--- src/rtl/pipe_ctrl_pkg.sv ---
// Shared constants for the pipeline stall/flush scheduler: stall vectors,
// FSM state encodings and stage bit positions.
package pipe_ctrl_pkg;

  typedef enum logic [1:0] {
    PC_RUN    = 2'd0,
    PC_EXWAIT = 2'd1,
    PC_FLUSH  = 2'd2
  } pc_state_e;

  localparam int STAGE_PC   = 0;
  localparam int STAGE_IF   = 1;
  localparam int STAGE_ID   = 2;
  localparam int STAGE_EX   = 3;
  localparam int STAGE_MEM  = 4;
  localparam int STAGE_WB   = 5;
  localparam int NUM_STAGES = 6;

  // A stall at stage k must also freeze every stage upstream of it.
  function automatic logic [NUM_STAGES-1:0] stall_upto(input int top);
    logic [NUM_STAGES-1:0] mask;
    mask = '0;
    for (int i = 0; i < NUM_STAGES; i++) begin
      if (i <= top) mask[i] = 1'b1;
    end
    return mask;
  endfunction

  localparam logic [NUM_STAGES-1:0] STALL_NONE = '0;
  localparam logic [NUM_STAGES-1:0] STALL_ID   = stall_upto(STAGE_ID);
  localparam logic [NUM_STAGES-1:0] STALL_EX   = stall_upto(STAGE_EX);
  localparam logic [NUM_STAGES-1:0] STALL_MEM  = stall_upto(STAGE_MEM);

  localparam int FCNT_W = 3;

endpackage

--- src/rtl/pipe_ctrl_dcnt.sv ---
// Loadable, freezable down-counter; holds at zero rather than wrapping.
module pipe_ctrl_dcnt #(
  parameter int W = 6
) (
  input  logic         clk,
  input  logic         rst,
  input  logic         load,
  input  logic [W-1:0] value,
  input  logic         en,
  output logic         is_one
);

  logic [W-1:0] count;

  always_ff @(posedge clk or negedge rst) begin
    if (!rst) begin
      count <= '0;
    end else if (load) begin
      count <= value;
    end else if (en && (count != '0)) begin
      count <= count - 1'b1;
    end
  end

  assign is_one = (count == W'(1));

endmodule

--- src/rtl/pipe_ctrl.sv ---
// Pipeline stall/flush scheduler with multi-cycle EX sequencing.
// Optional stalled-cycle counter enabled by defining PIPE_CTRL_PERF_EN.
module pipe_ctrl
  import pipe_ctrl_pkg::*;
#(
  parameter int FLUSH_CYCLES = 1,
  parameter int CNT_W        = 6
) (
  input  logic             clk,
  input  logic             rst,
  input  logic             stallreq_id,
  input  logic             ex_start,
  input  logic [CNT_W-1:0] ex_len,
  input  logic             mem_wait,
  input  logic             flush_req,
  output logic [5:0]       stall,
  output logic             flush,
  output logic             ex_busy,
  output logic             ex_done,
  output logic [31:0]      perf_stall_cnt
);

  pc_state_e        state;
  logic             cnt_one;
  logic             fcnt_one;
  logic             ex_accept;
  logic             ex_short;
  logic             ex_enter;
  logic             cnt_load;
  logic [CNT_W-1:0] cnt_value;
  logic             cnt_en;
  logic [5:0]       stall_raw;

  // The ex_start cycle is itself the first stalled cycle, so EXWAIT only has
  // to cover ex_len-2 further cycles; a length-2 op finishes in its start cycle.
  assign ex_accept = rst && (state == PC_RUN) && ex_start && !mem_wait &&
                     !flush_req && (ex_len >= CNT_W'(2));
  assign ex_short  = (ex_len == CNT_W'(2));
  assign ex_enter  = ex_accept && !ex_short;

  assign cnt_load  = flush_req || ex_enter;
  assign cnt_value = flush_req ? '0 : (ex_len - CNT_W'(2));
  assign cnt_en    = (state == PC_EXWAIT) && !mem_wait;

  pipe_ctrl_dcnt #(.W(CNT_W)) u_cnt (
    .clk    (clk),
    .rst    (rst),
    .load   (cnt_load),
    .value  (cnt_value),
    .en     (cnt_en),
    .is_one (cnt_one)
  );

  pipe_ctrl_dcnt #(.W(FCNT_W)) u_fcnt (
    .clk    (clk),
    .rst    (rst),
    .load   (flush_req),
    .value  (FCNT_W'(FLUSH_CYCLES)),
    .en     (state == PC_FLUSH),
    .is_one (fcnt_one)
  );

  always_ff @(posedge clk or negedge rst) begin
    if (!rst) begin
      state <= PC_RUN;
    end else if (flush_req) begin
      state <= PC_FLUSH;
    end else begin
      case (state)
        PC_RUN:    if (ex_enter) state <= PC_EXWAIT;
        PC_EXWAIT: if (cnt_one && !mem_wait) state <= PC_RUN;
        PC_FLUSH:  if (fcnt_one) state <= PC_RUN;
        default:   state <= PC_RUN;
      endcase
    end
  end

  always_comb begin
    stall_raw = STALL_NONE;
    if (state == PC_FLUSH) begin
      stall_raw = STALL_NONE;
    end else if (mem_wait) begin
      stall_raw = STALL_MEM;
    end else if ((state == PC_EXWAIT) || ex_accept) begin
      stall_raw = STALL_EX;
    end else if (stallreq_id) begin
      stall_raw = STALL_ID;
    end
  end

  // Requests are not registered, so reset must mask them to keep outputs quiet.
  assign stall   = rst ? stall_raw : STALL_NONE;
  assign flush   = (state == PC_FLUSH);
  assign ex_busy = (state == PC_EXWAIT);
  assign ex_done = ((state == PC_EXWAIT) && cnt_one && !mem_wait && !flush_req) ||
                   (ex_accept && ex_short);

`ifdef PIPE_CTRL_PERF_EN
  logic [31:0] perf_cnt;

  always_ff @(posedge clk or negedge rst) begin
    if (!rst) begin
      perf_cnt <= '0;
    end else if ((stall != STALL_NONE) && (perf_cnt != 32'hFFFF_FFFF)) begin
      perf_cnt <= perf_cnt + 32'd1;
    end
  end

  assign perf_stall_cnt = perf_cnt;
`else
  assign perf_stall_cnt = 32'h0;
`endif

endmodule

--- config.mk ---
export PLATFORM = sky130hd
export DESIGN_NAME = pipe_ctrl
export DESIGN_NICKNAME = d
export VERILOG_FILES = /design/src/rtl/pipe_ctrl_pkg.sv /design/src/rtl/pipe_ctrl_dcnt.sv /design/src/rtl/pipe_ctrl.sv
export SDC_FILE = /design/constraint.sdc
export NUM_CORES = 1
export LEC_CHECK = 0
export BUFFER_PORTS_ARGS = -buffer_cell sky130_fd_sc_hd__buf_2
export CAP_MARGIN = 20
export CORE_MARGIN = 2
export CORE_UTILIZATION = 33
export DETAILED_ROUTE_END_ITERATION = 10
export PLACE_DENSITY_LB_ADDON = 0.25
export SKIP_CTS_REPAIR_TIMING = 1
export SLEW_MARGIN = 30
export SYNTH_ARGS = -nofsm -noshare
export SYNTH_HDL_FRONTEND = slang
export SYNTH_HIERARCHICAL = 1
export SYNTH_SLANG_ARGS = --single-unit
--- constraint.sdc ---
create_clock -name clk -period 2.2 [get_ports clk]
set_clock_uncertainty 0.05 [all_clocks]
set_input_delay 0.22 -clock clk [delete_from_list [all_inputs] [get_ports clk]]
set_output_delay 0.22 -clock clk [all_outputs]
set_load 0.01 [all_outputs]
Word-level counts from Yosys, hierarchy flattened
Index checks and enable logic that the tools add are counted.

word-level totals
  logic and storage cells = 56
  input port bits = 12
  output and inout port bits = 41
  flip-flop bits (word level) = 11

operators by class
  add/subtract/negate cells = 3
  muxes and demuxes = 15
  order comparisons = 1
  eq/ne operators = 8
  reduce and logical (&&, ||, !) cells = 26

operators with widths
  cell                                                                                 number
  6-bit two-way mux                                                                    4
  1-bit logical AND                                                                    14
  5-bit two-way mux                                                                    2
  3-bit two-way mux                                                                    3
  2-bit two-way mux                                                                    4
  6-bit by 1-bit == test with 1-bit output, second input constant                      1
  6-bit by 2-bit == test with 1-bit output, second input constant                      1
  6-bit by 2-bit greater-or-equal comparator with 1-bit output, second input constant  1
  3-bit != test, second input constant                                                 2
  2-bit case mux with 3 select lines                                                   1
  6-bit nonzero test                                                                   1
  6-bit by 1-bit subtractor with 6-bit output, second input constant                   1
  6-bit by 2-bit subtractor with 6-bit output, second input constant                   1
  4-bit two-way mux                                                                    1
  2-bit nonzero test                                                                   2
  3-bit by 1-bit == test with 1-bit output, second input constant                      1
  1-bit zero test                                                                      3
  1-bit logical OR                                                                     3
  3-bit by 2-bit != test with 1-bit output, second input constant                      1
  3-bit AND reduction                                                                  1
  3-bit nonzero test                                                                   1
  3-bit by 1-bit subtractor with 3-bit output, second input constant                   1
  2-bit by 1-bit == test with 1-bit output, second input constant                      1
  2-bit == test, second input constant                                                 1
  2-bit zero test                                                                      1

Longest topological paths before layout
  word-level depth = 11
  gate-level depth with buffers = 8
  gate-level depth less buffers = 6

Hierarchy
The synthesis kept the hierarchy.

modules (own cells, without submodules)
  module                   seq. area each (um2)  times used  area each (um2)  cells each
  pipe_ctrl                50.0                  1           555.5            77
  pipe_ctrl_dcnt (u_cnt)   150.1                 1           415.4            46
  pipe_ctrl_dcnt (u_fcnt)  75.1                  1           221.5            24

Worst setup path before layout
OpenSTA, ideal clock, no wires.

  path type = reg2reg
  start point = reg state[0]
  end point = reg u_cnt.count[5]
  buffers on the path = 0
  arrival = 2.012 ns
  setup time = 0.126 ns
  data required time = 2.024 ns
  setup slack = 0.012 ns
  cell stages (with the launch flop) = 6
  period minus slack after synthesis = 2.188 ns
  path through = dfrtp_1 > nor2b_1 > nor2b_1 > or4b_4 > o311a_1 > a221o_1

between the ends
  elaborated cells between the ends (all ways) = 13

RTL lines
  element                                   RTL line              RTL
  from (decl)                               pipe_ctrl.sv:23       pc_state_e state;
  from (signal assigned)                    pipe_ctrl.sv:65       state <= PC_RUN;
  from (signal assigned)                    pipe_ctrl.sv:67       state <= PC_FLUSH;
  from (signal assigned)                    pipe_ctrl.sv:70       PC_RUN: if (ex_enter) state <= PC_EXWAIT;
  2-bit by 1-bit == test with 1-bit output  n/a
  via ex_busy                               pipe_ctrl.sv:18       output logic ex_busy,
  1-bit logical AND                         pipe_ctrl.sv:43       assign cnt_en = (state == PC_EXWAIT) && !mem_wait;
  via cnt_en                                pipe_ctrl.sv:31       logic cnt_en;
  1-bit logical AND                         pipe_ctrl_dcnt.sv:20  end else if (en && (count != '0)) begin
  2-bit nonzero test (no source line)       n/a
  to (signal assigned)                      pipe_ctrl_dcnt.sv:19  count <= value;
  to (signal assigned)                      pipe_ctrl_dcnt.sv:21  count <= count - 1'b1;
  to (decl)                                 pipe_ctrl_dcnt.sv:13  logic [W-1:0] count;

The timed path passes the listed nets, and every way through them passes these cells.
A chain may end at the register's enable or synchronous reset.

Worst setup path in the final report
  start point = reg u_cnt.count[3]
  end point = out ex_done

between the ends
  cells in the longest elaborated chain, start to end = 5

RTL lines
  element                                   RTL line              RTL
  6-bit by 1-bit == test with 1-bit output  pipe_ctrl_dcnt.sv:25  assign is_one = (count == W'(1));
  via cnt_one                               pipe_ctrl.sv:24       logic cnt_one;
  1-bit logical AND (3 in series)           pipe_ctrl.sv:95       assign ex_done = ((state == PC_EXWAIT) && cnt_one && !mem_wait && !flush_req) ||
  1-bit logical OR                          pipe_ctrl.sv:95
  to (decl)                                 pipe_ctrl.sv:19       output logic ex_done,

The timed path passes the listed nets, and every way through them passes these cells.

==> results.yml <==
logic_synthesis:
  yosysTopAreaCellShare: 0.231
  syn-instance-count: 147
  synthFlopType: "dfrtp_1"
  ys_ff_latch: 11
  synth_seq_area_share: 0.231
  synth.area.top_cells: "dfrtp_1, buf_4, ha_1, nor2_1, inv_1"
  synth_top_cell_by_area: "dfrtp_1"
  async_flop_share: 1.00
  synth_enable_flop_cells: 0
  yosysMostFrequentCell: "buf_4"
  syn_area_sq_um: 1190
  ys_types: 45
  synthTopCellsByCount: "buf_4, nor2_1, dfrtp_1, inv_1, nand2_1"
  synth_warnings: 6
  synth_area_per_cell_sq_um: 8.11
clock_network:
  cts_tree: "yes"
  h-tree-depth: 1
  clk_pin_slew_worst_paths_ps: 80
  clk_latency_ps: 270
  clock_sinks: 11
  cts_inserted_buffers: 3
  cts.path.max_buffers: 2
  root_buffer: "clkbuf_4"
global_routing:
  grt_overflow: 0
  grt_max_degree: 17
  grt_first_pass_wirelength_mm: 3.93
  grtUsageTotal: 0.120
  grt_pass1_vias: 891
  antenna_found_initial: 0
finish:
  syn_to_final_growth_pct: 8.92
  drive_gt1_frac: 0.230
  antenna_cells: 0
  nets: 194
  fin_util: 0.380
power_and_ir_drop:
  power.density_nw_per_um2: 514
  leakage_nw: 0.636
  p_total_mw: 0.667
  ir_worst_vdd_v: 0.000220
die:
  rows: 21
  start_util: 0.349
  io_pins: 53
  core_area_sq_um: 3420
  die_area_sq_um: 4110
  die_w_um: 64.1
  die_h_um: 64.1
detailed_routing:
  avgViaCountPerCell: 4.43
  wl_met2_mm: 1.09
  vias: 974
  ant_nets: 0
  drt_iter0_drc: 24
  wire_per_inst_um: 10.5
  wl_met1_mm: 1.03
  drt-pass1-iter-count: 4
  drc: 0
  wl_met3_um: 178
  top_layer: "met4"
  drt_wl_total_mm: 2.32
setup_path:
  slowest_stage: "dfrtp_2"
  critPathLaunchType: "register"
  crit_path_end_kind: "output pin"
  r2r_slack_ps: 240
  crit_path_start: "u_cnt/count[3]"
  arrival_ps: 1750
  crit_required_ps: 1930
  path_class: "register to output pin"
  slowest_delay_ps: 450
  r2r_start: "state[1]"
  crit_family: "simple AND/OR/NAND/NOR gates"
  path_cells: "or2_2, nor4b_2, inv_1, o32ai_2, buf_2"
  path_buf_inv: 2
  path_max_fanout: 7
sta:
  rsz0062_at_grt: "no"
  final.period_utilization: 0.918
  max_slew_margin: 0.525
  setup_viol: 0
  tightest_slew_ps: 711
  max_freq_ghz: 0.495
  tns_ps: 0
  slew_violations: 0
  hold_viol_final: 0
  setup_ws_ps: 180
  post-route-min-period_ps: 2020
worst_hold_path:
  worstHoldStart: "ex_len[1]"
  hp-class: "primary input to register"
place:
  dpl_worst_slack_ps: 230
  hpwl_mm: 1.84
  gp_congestion: 0.847
  io_buffers: 19
job:
  max-cap-violations: 0
run_status:
  outcome: "completed"
per-stage QoR:
step / cells / hold slack, ps / instance area (sq um)
after floorplan: 181 / -126 / 1320
after global placement: 214 / 128 / 1240
after detailed placement: 214 / 136 / 1240
after CTS: 218 / -161 / 1270
after global routing: 220 / 249 / 1300
final: 220 / 241 / 1300
power breakdown:
group | leakage (nW) | total (mW) | internal, mW | switching [mW]
combinational | 0.488 | 0.259 | 0.107 | 0.152
sequential | 0.133 | 0.264 | 0.233 | 0.0312
clock | 0.0150 | 0.144 | 0.0702 | 0.0734
state kept, by name (all words and copies together), names as in the netlist:
signal,count
u_cnt/count,6
state,2
u_fcnt/count,3
cell type report:
class,count,area [sq um]
Clock buffer,4,26.3
Fill cell,370,2120
Multi-Input combinational cell,122,747
Tap cell,46,57.6
Inverter,11,41.3
Timing Repair Buffer,26,150
Sequential cell,11,277
placed cells by master, fill, tap and decap left out, types with 3 or more instances in the layout:
master,count
dfrtp_1,10
inv_1,11
nor2_1,14
a21oi_1,6
buf_4,6
ha_1,7
nor2b_1,3
nor3_1,4
xnor2_1,3
nand2_1,9
buf_2,19
conb_1,36
clkbuf_4,3
cells by family (layout without fill, tap and decap cells):
logic type,Yosys count,after routing,synth area share
other cells,2,36,0.00630
simple gates,49,49,0.232
flops,11,11,0.231
fa+ha+maj,7,7,0.0734
xor+xnor,3,3,0.0220
compound gates,26,26,0.166
mux,1,1,0.00839
buf+inv,48,41,0.261
path summary, 6_finish.rpt:
check | end | cells after the start
setup / recovery | ex_done | 5
hold / removal | u_cnt/count[1] | 4
setup reg to reg | u_cnt/count[5] | 5
hold reg to reg | u_fcnt/count[1] | 2
max in group asynchronous | u_cnt/count[3] | 3
min in group asynchronous | u_cnt/count[5] | 3
routing by layer:
layer	up-vias	GRT usage
li1	490	-
met5	-	0
met3	2	0.0141
met4	0	0.0559
met1	439	0.154
met2	43	0.201
worst register-to-register path, stage by stage, from the launching register on:
cell and delay, ps:
dfrtp_1 400, nor2b_1 150, nor2b_1 200, or4b_4 500
o311a_1 300, a221o_1 250
(Power assumes the default switching activity.)
